## src/rtl/bcd_pkg.sv

```systemverilog
// Shared types and helpers for the streaming binary-to-BCD converter.
package bcd_pkg;

  localparam int BCD_NIBBLE_W = 4;

  typedef enum logic [1:0] {
    S_IDLE = 2'd0,
    S_CONV = 2'd1,
    S_DONE = 2'd2
  } state_t;

  // ceil(w * log10(2)) via a fixed-point approximation of log10(2).
  function automatic int digits_for_width(int w);
    return (w * 30103 + 99999) / 100000;
  endfunction

endpackage

```

## src/rtl/bcd_digit_adj.sv

```systemverilog
// Double-dabble add-3 correction for one BCD nibble.
module bcd_digit_adj
  import bcd_pkg::*;
(
  input  logic [BCD_NIBBLE_W-1:0] nib,
  output logic [BCD_NIBBLE_W-1:0] adj
);

  // 4-bit add, no carry out: a corrected nibble never exceeds 12.
  assign adj = (nib >= 4'd5) ? nib + 4'd3 : nib;

endmodule

```

## src/rtl/bin_to_bcd_stream.sv

```systemverilog
// Sequential double-dabble converter with valid/ready on both sides, one bit per clock.
// Define BCD_SIGNED_EN to treat in_data as two's complement and report the sign on out_neg.
module bin_to_bcd_stream
  import bcd_pkg::*;
#(
  parameter  int IN_WIDTH = 16,
  parameter  int DIGITS   = 5,
  localparam int CNT_W    = $clog2(IN_WIDTH + 1),
  localparam int ND_W     = $clog2(DIGITS + 1)
) (
  input  logic                           clk,
  input  logic                           reset,
  input  logic                           in_valid,
  output logic                           in_ready,
  input  logic [IN_WIDTH-1:0]            in_data,
  output logic                           out_valid,
  input  logic                           out_ready,
  output logic [BCD_NIBBLE_W*DIGITS-1:0] out_bcd,
  output logic [ND_W-1:0]                out_ndigits,
  output logic                           out_neg
);

  localparam int SW = BCD_NIBBLE_W * DIGITS;
`ifdef BCD_SIGNED_EN
  localparam int MAG_W = IN_WIDTH - 1;
`else
  localparam int MAG_W = IN_WIDTH;
`endif

  if (DIGITS < digits_for_width(MAG_W)) begin : g_digits_chk
    $error("bin_to_bcd_stream: DIGITS too small for IN_WIDTH");
  end

  state_t              state, state_nxt;
  logic [IN_WIDTH-1:0] bin;
  logic [IN_WIDTH-1:0] mag;
  logic [SW-1:0]       scratch, adjusted, scratch_nxt;
  logic [CNT_W-1:0]    cnt;
  logic [ND_W-1:0]     nd_nxt;
  logic                last;

  for (genvar d = 0; d < DIGITS; d++) begin : g_dig
    bcd_digit_adj u_adj (
      .nib (scratch[d*BCD_NIBBLE_W +: BCD_NIBBLE_W]),
      .adj (adjusted[d*BCD_NIBBLE_W +: BCD_NIBBLE_W])
    );
  end

  // Shift drops the top scratch bit; the DIGITS check guarantees it is zero.
  assign scratch_nxt = (adjusted << 1) | SW'(bin[IN_WIDTH-1]);
  assign last        = (cnt == CNT_W'(IN_WIDTH - 1));

`ifdef BCD_SIGNED_EN
  logic sign;
  assign mag = in_data[IN_WIDTH-1] ? -in_data : in_data;
`else
  assign mag     = in_data;
  assign out_neg = 1'b0;
`endif

  always_comb begin
    nd_nxt = ND_W'(1);
    for (int i = 1; i < DIGITS; i++)
      if (scratch_nxt[i*BCD_NIBBLE_W +: BCD_NIBBLE_W] != '0) nd_nxt = ND_W'(i + 1);
  end

  always_ff @(posedge clk) begin
    if (reset) state <= S_IDLE;
    else       state <= state_nxt;
  end

  always_comb begin
    state_nxt = state;
    in_ready  = 1'b0;
    out_valid = 1'b0;
    case (state)
      S_IDLE: begin
        in_ready = 1'b1;
        if (in_valid) state_nxt = S_CONV;
      end
      S_CONV: if (last) state_nxt = S_DONE;
      S_DONE: begin
        out_valid = 1'b1;
        if (out_ready) state_nxt = S_IDLE;
      end
      default: state_nxt = S_IDLE;
    endcase
  end

  always_ff @(posedge clk) begin
    if (reset) begin
      bin         <= '0;
      scratch     <= '0;
      cnt         <= '0;
      out_bcd     <= '0;
      out_ndigits <= '0;
`ifdef BCD_SIGNED_EN
      sign        <= 1'b0;
      out_neg     <= 1'b0;
`endif
    end else begin
      case (state)
        S_IDLE: if (in_valid) begin
          bin     <= mag;
          scratch <= '0;
          cnt     <= '0;
`ifdef BCD_SIGNED_EN
          sign    <= in_data[IN_WIDTH-1];
`endif
        end
        S_CONV: begin
          bin     <= bin << 1;
          scratch <= scratch_nxt;
          cnt     <= cnt + CNT_W'(1);
          if (last) begin
            out_bcd     <= scratch_nxt;
            out_ndigits <= nd_nxt;
`ifdef BCD_SIGNED_EN
            out_neg     <= sign;
`endif
          end
        end
        default: ;
      endcase
    end
  end

endmodule

```

## config.mk

```make
export PLATFORM = sky130hd
export DESIGN_NAME = bin_to_bcd_stream
export DESIGN_NICKNAME = d
export VERILOG_FILES = /design/src/rtl/bcd_pkg.sv /design/src/rtl/bcd_digit_adj.sv /design/src/rtl/bin_to_bcd_stream.sv
export SDC_FILE = /design/constraint.sdc
export NUM_CORES = 1
export LEC_CHECK = 0
export CAP_MARGIN = 25
export CORE_ASPECT_RATIO = 0.5
export CORE_UTILIZATION = 45
export DETAILED_ROUTE_END_ITERATION = 10
export PLACE_DENSITY = 0.68
export SLEW_MARGIN = 15
export SYNTH_ARGS = -nofsm -noshare
export SYNTH_HDL_FRONTEND = slang
export SYNTH_HIERARCHICAL = 1
export SYNTH_SLANG_ARGS = --single-unit
```

## constraint.sdc

```tcl
create_clock -name clk -period 4.8 [get_ports clk]
set_input_delay 0.72 -clock clk [delete_from_list [all_inputs] [get_ports clk]]
set_output_delay 0.72 -clock clk [all_outputs]
set_load 0.005 [all_outputs]
```

==> flow_summary.yaml <==
routing:
  postRouteAntennaNets: 0
  drt-total-wl_microns: 6750
  detail_route.iter0.violations: 193
  drt_first_pass_iters: 4
  via_count: 2726
  viasPerCell: 5.22
  post_route_drc: 0
  drt-wirelength-per-cell_microns: 12.9
grt:
  pin_count_of_the_biggest_net_entering_global_routing: 68
  leftover_overflow_at_the_end_of_global_routing: 0
  groute.usage.overall_pct: 19.3
  grt_antenna_before_repair: 0
  first_pass_grt_wire_length_microns: 11600
  grt_pass1_vias: 2640
die:
  start_util_pct: 47.7
  num_io_pins: 46
  row_count: 21
  die_h_microns: 62.1
  chipWidth_microns: 122
  die_area_sq_um: 7600
  core_region_area_sq_um: 6830
clock_network:
  clock_tree_from_tritoncts: "built"
  cts.root.buffer_cell: "sky130_fd_sc_hd__clkbuf_16"
  cts_inserted_buffers: 9
  cts_setup_buffers: 0
  cts_htree_levels: 3
  deepest_clock_path_buffer_count: 2
  number_of_cells_upsized_or_downsized_after_cts: 0
  tritoncts_num_sinks: 66
  post_cts_hold_buffer_count: 0
  clock_latency_late_sink_ns: 0.33
  clk_pin_slew_ns: 0.05
power_and_ir_drop:
  p_switching_w: 0.000281
  p_per_area_nw_per_um2: 326
  ir_worst_vdd_v: 0.000144
  pwr-share-seq_pct: 43.9
  power.switching_fraction_pct: 21.6
  power_leakage_nw: 1.49
  share_comb_of_total_power_pct: 7.2
  pwr-share-clk_pct: 48.9
  internal_cell_power_w: 0.00102
synthesis:
  synth.net_count: 425
  yosysWarnings: 6
  syn_area_per_cell_sq_um: 8.28
  synth_cells: 393
  netlist_area_sq_um: 3260
placement:
  routabilityCongestion: 0.817
  place_area_sq_um: 3680
  portBuffers: 44
  post-place-ws_ns: 2.32
  dp.final_hpwl_microns: 4250
  placed_cells_incl_taps: 506
setup_path:
  cp_num_buf_inv: 1
  worst_ep_arrival_time_ns: 2.07
  cp_cell_instances: "nor2b_1, clkdlybuf4s50_1"
  maximum_single_stage_delay_on_the_critical_path_ns: 0.95
  crit_path_end_kind: "output pin"
  worstPathMaxFanout: 26
  cp_slowest_cell: "sky130_fd_sc_hd__dfxtp_1"
  criticalPathCategory: "register to output pin"
  worst-endpoint-required_ns: 4.08
  startpoint_class_of_the_critical_path: "register"
  critical_path.top_delay_family: "flip-flops"
sta:
  max-slew-margin-rel_pct: 35.8
  number_of_hold_violations_in_the_final_report: 0
  unrepaired_setup_endpoints_after_global_routing: "no"
  maxClockFrequency_mhz: 359
  period_minus_slack_ns: 2.79
  fin_max_slew_vios: 0
  setup-tns-final_ns: 0
  final.setup_skew_ns: 0.00673
  worst_pin_slew_ns: 0.961
  period_share_pct: 58.0
  worst_slack_ns: 2.01
  report.final.setup_viol: 0
cells_and_area:
  fin_cells: 522
  antenna-diode-count: 0
  postLayoutCellArea_sq_um: 3980
  num-nets-final: 458
  layout.cells.most_common: "sky130_fd_sc_hd__dfxtp_1"
  layout-area-overhead-vs-synth_pct: 22.3
  drive_gt1_share_pct: 9.07
  most_used_cells_in_the_layout_excluding_fill_and_tap_cells: "66 x sky130_fd_sc_hd__dfxtp_1, 61 x sky130_fd_sc_hd__nand2_1, 47 x sky130_fd_sc_hd__nor2_1"
flow_run:
  cap_viol_max_count: 0
min_path:
  timing.hold.worst.class: "register to register"
status:
  status: "completed"
==> power groups by stage <==
stage | Clock, W | Combinational (W) | Sequential, W
final | 0.000635 | 0.0000938 | 0.000571
after global routing | 0.000673 | 0.000105 | 0.000572
after CTS | 0.000652 | 0.0000948 | 0.000570
after detailed placement | 0 | 0.0000939 | 0.000582
after global placement | 0 | 0.0000915 | 0.000581
after floorplan | 0 | 0.0000712 | 0.000579
==> final timing paths <==
| kind | start | to | slack, ns | cells past startpoint |
|---|---|---|---|---|
| min | out_bcd[15]$_SDFFE_PP0P_ | out_bcd[15]$_SDFFE_PP0P_ | 0.45 | 2 |
| min reg2reg | out_bcd[15]$_SDFFE_PP0P_ | out_bcd[15]$_SDFFE_PP0P_ | 0.45 | 2 |
| max reg2reg | cnt[0]$_SDFFE_PP0P_ | out_ndigits[1]$_SDFFE_PP0P_ | 2.66 | 6 |
| max | state[1]$_SDFFE_PP0P_ | out_valid | 2.01 | 2 |
==> metal layers <==
layer / GRT usage, % / part of all wire [%] / up-vias
li1: - / - / 1395
met1: 22.2 / 48 / 1271
met2: 32.4 / 45 / 44
met3: 5.97 / 4.2 / 16
met4: 9.30 / 2.2 / 0
met5: 0 / 0 / -
==> registers in the layout, indices dropped and copies added (netlist names) <==
name / flops
bin: 16
cnt: 5
out_bcd: 20
out_ndigits: 3
scratch: 20
state: 2
==> cell type report <==
| cell class | instances | area, sq um |
|---|---|---|
| clock inverters | 3 | 40.0 |
| flip-flops and latches | 66 | 1320 |
| well taps | 92 | 115 |
| multi-input cells | 289 | 1750 |
| inverters | 12 | 45.0 |
| fillers | 641 | 2850 |
| clock buffers | 12 | 246 |
| repair buffers | 48 | 469 |
==> worst min-delay path: stages, from the launching register on <==
cell,delay (ns)
sky130_fd_sc_hd__dfxtp_1,0.30
sky130_fd_sc_hd__nand2_1,0.05
sky130_fd_sc_hd__a21oi_1,0.05
==> metrics by stage <==
stage	power, W	hold WS [ns]	util [%]
after detailed placement	0.000676	0.448	53.9
after CTS	0.00132	0.455	58.1
after global placement	0.000673	0.442	53.9
final	0.00130	0.454	58.3
after floorplan	0.000651	0.445	-
after global routing	0.00135	0.471	58.3
Note: power is estimated with default switching activity, not from simulation.
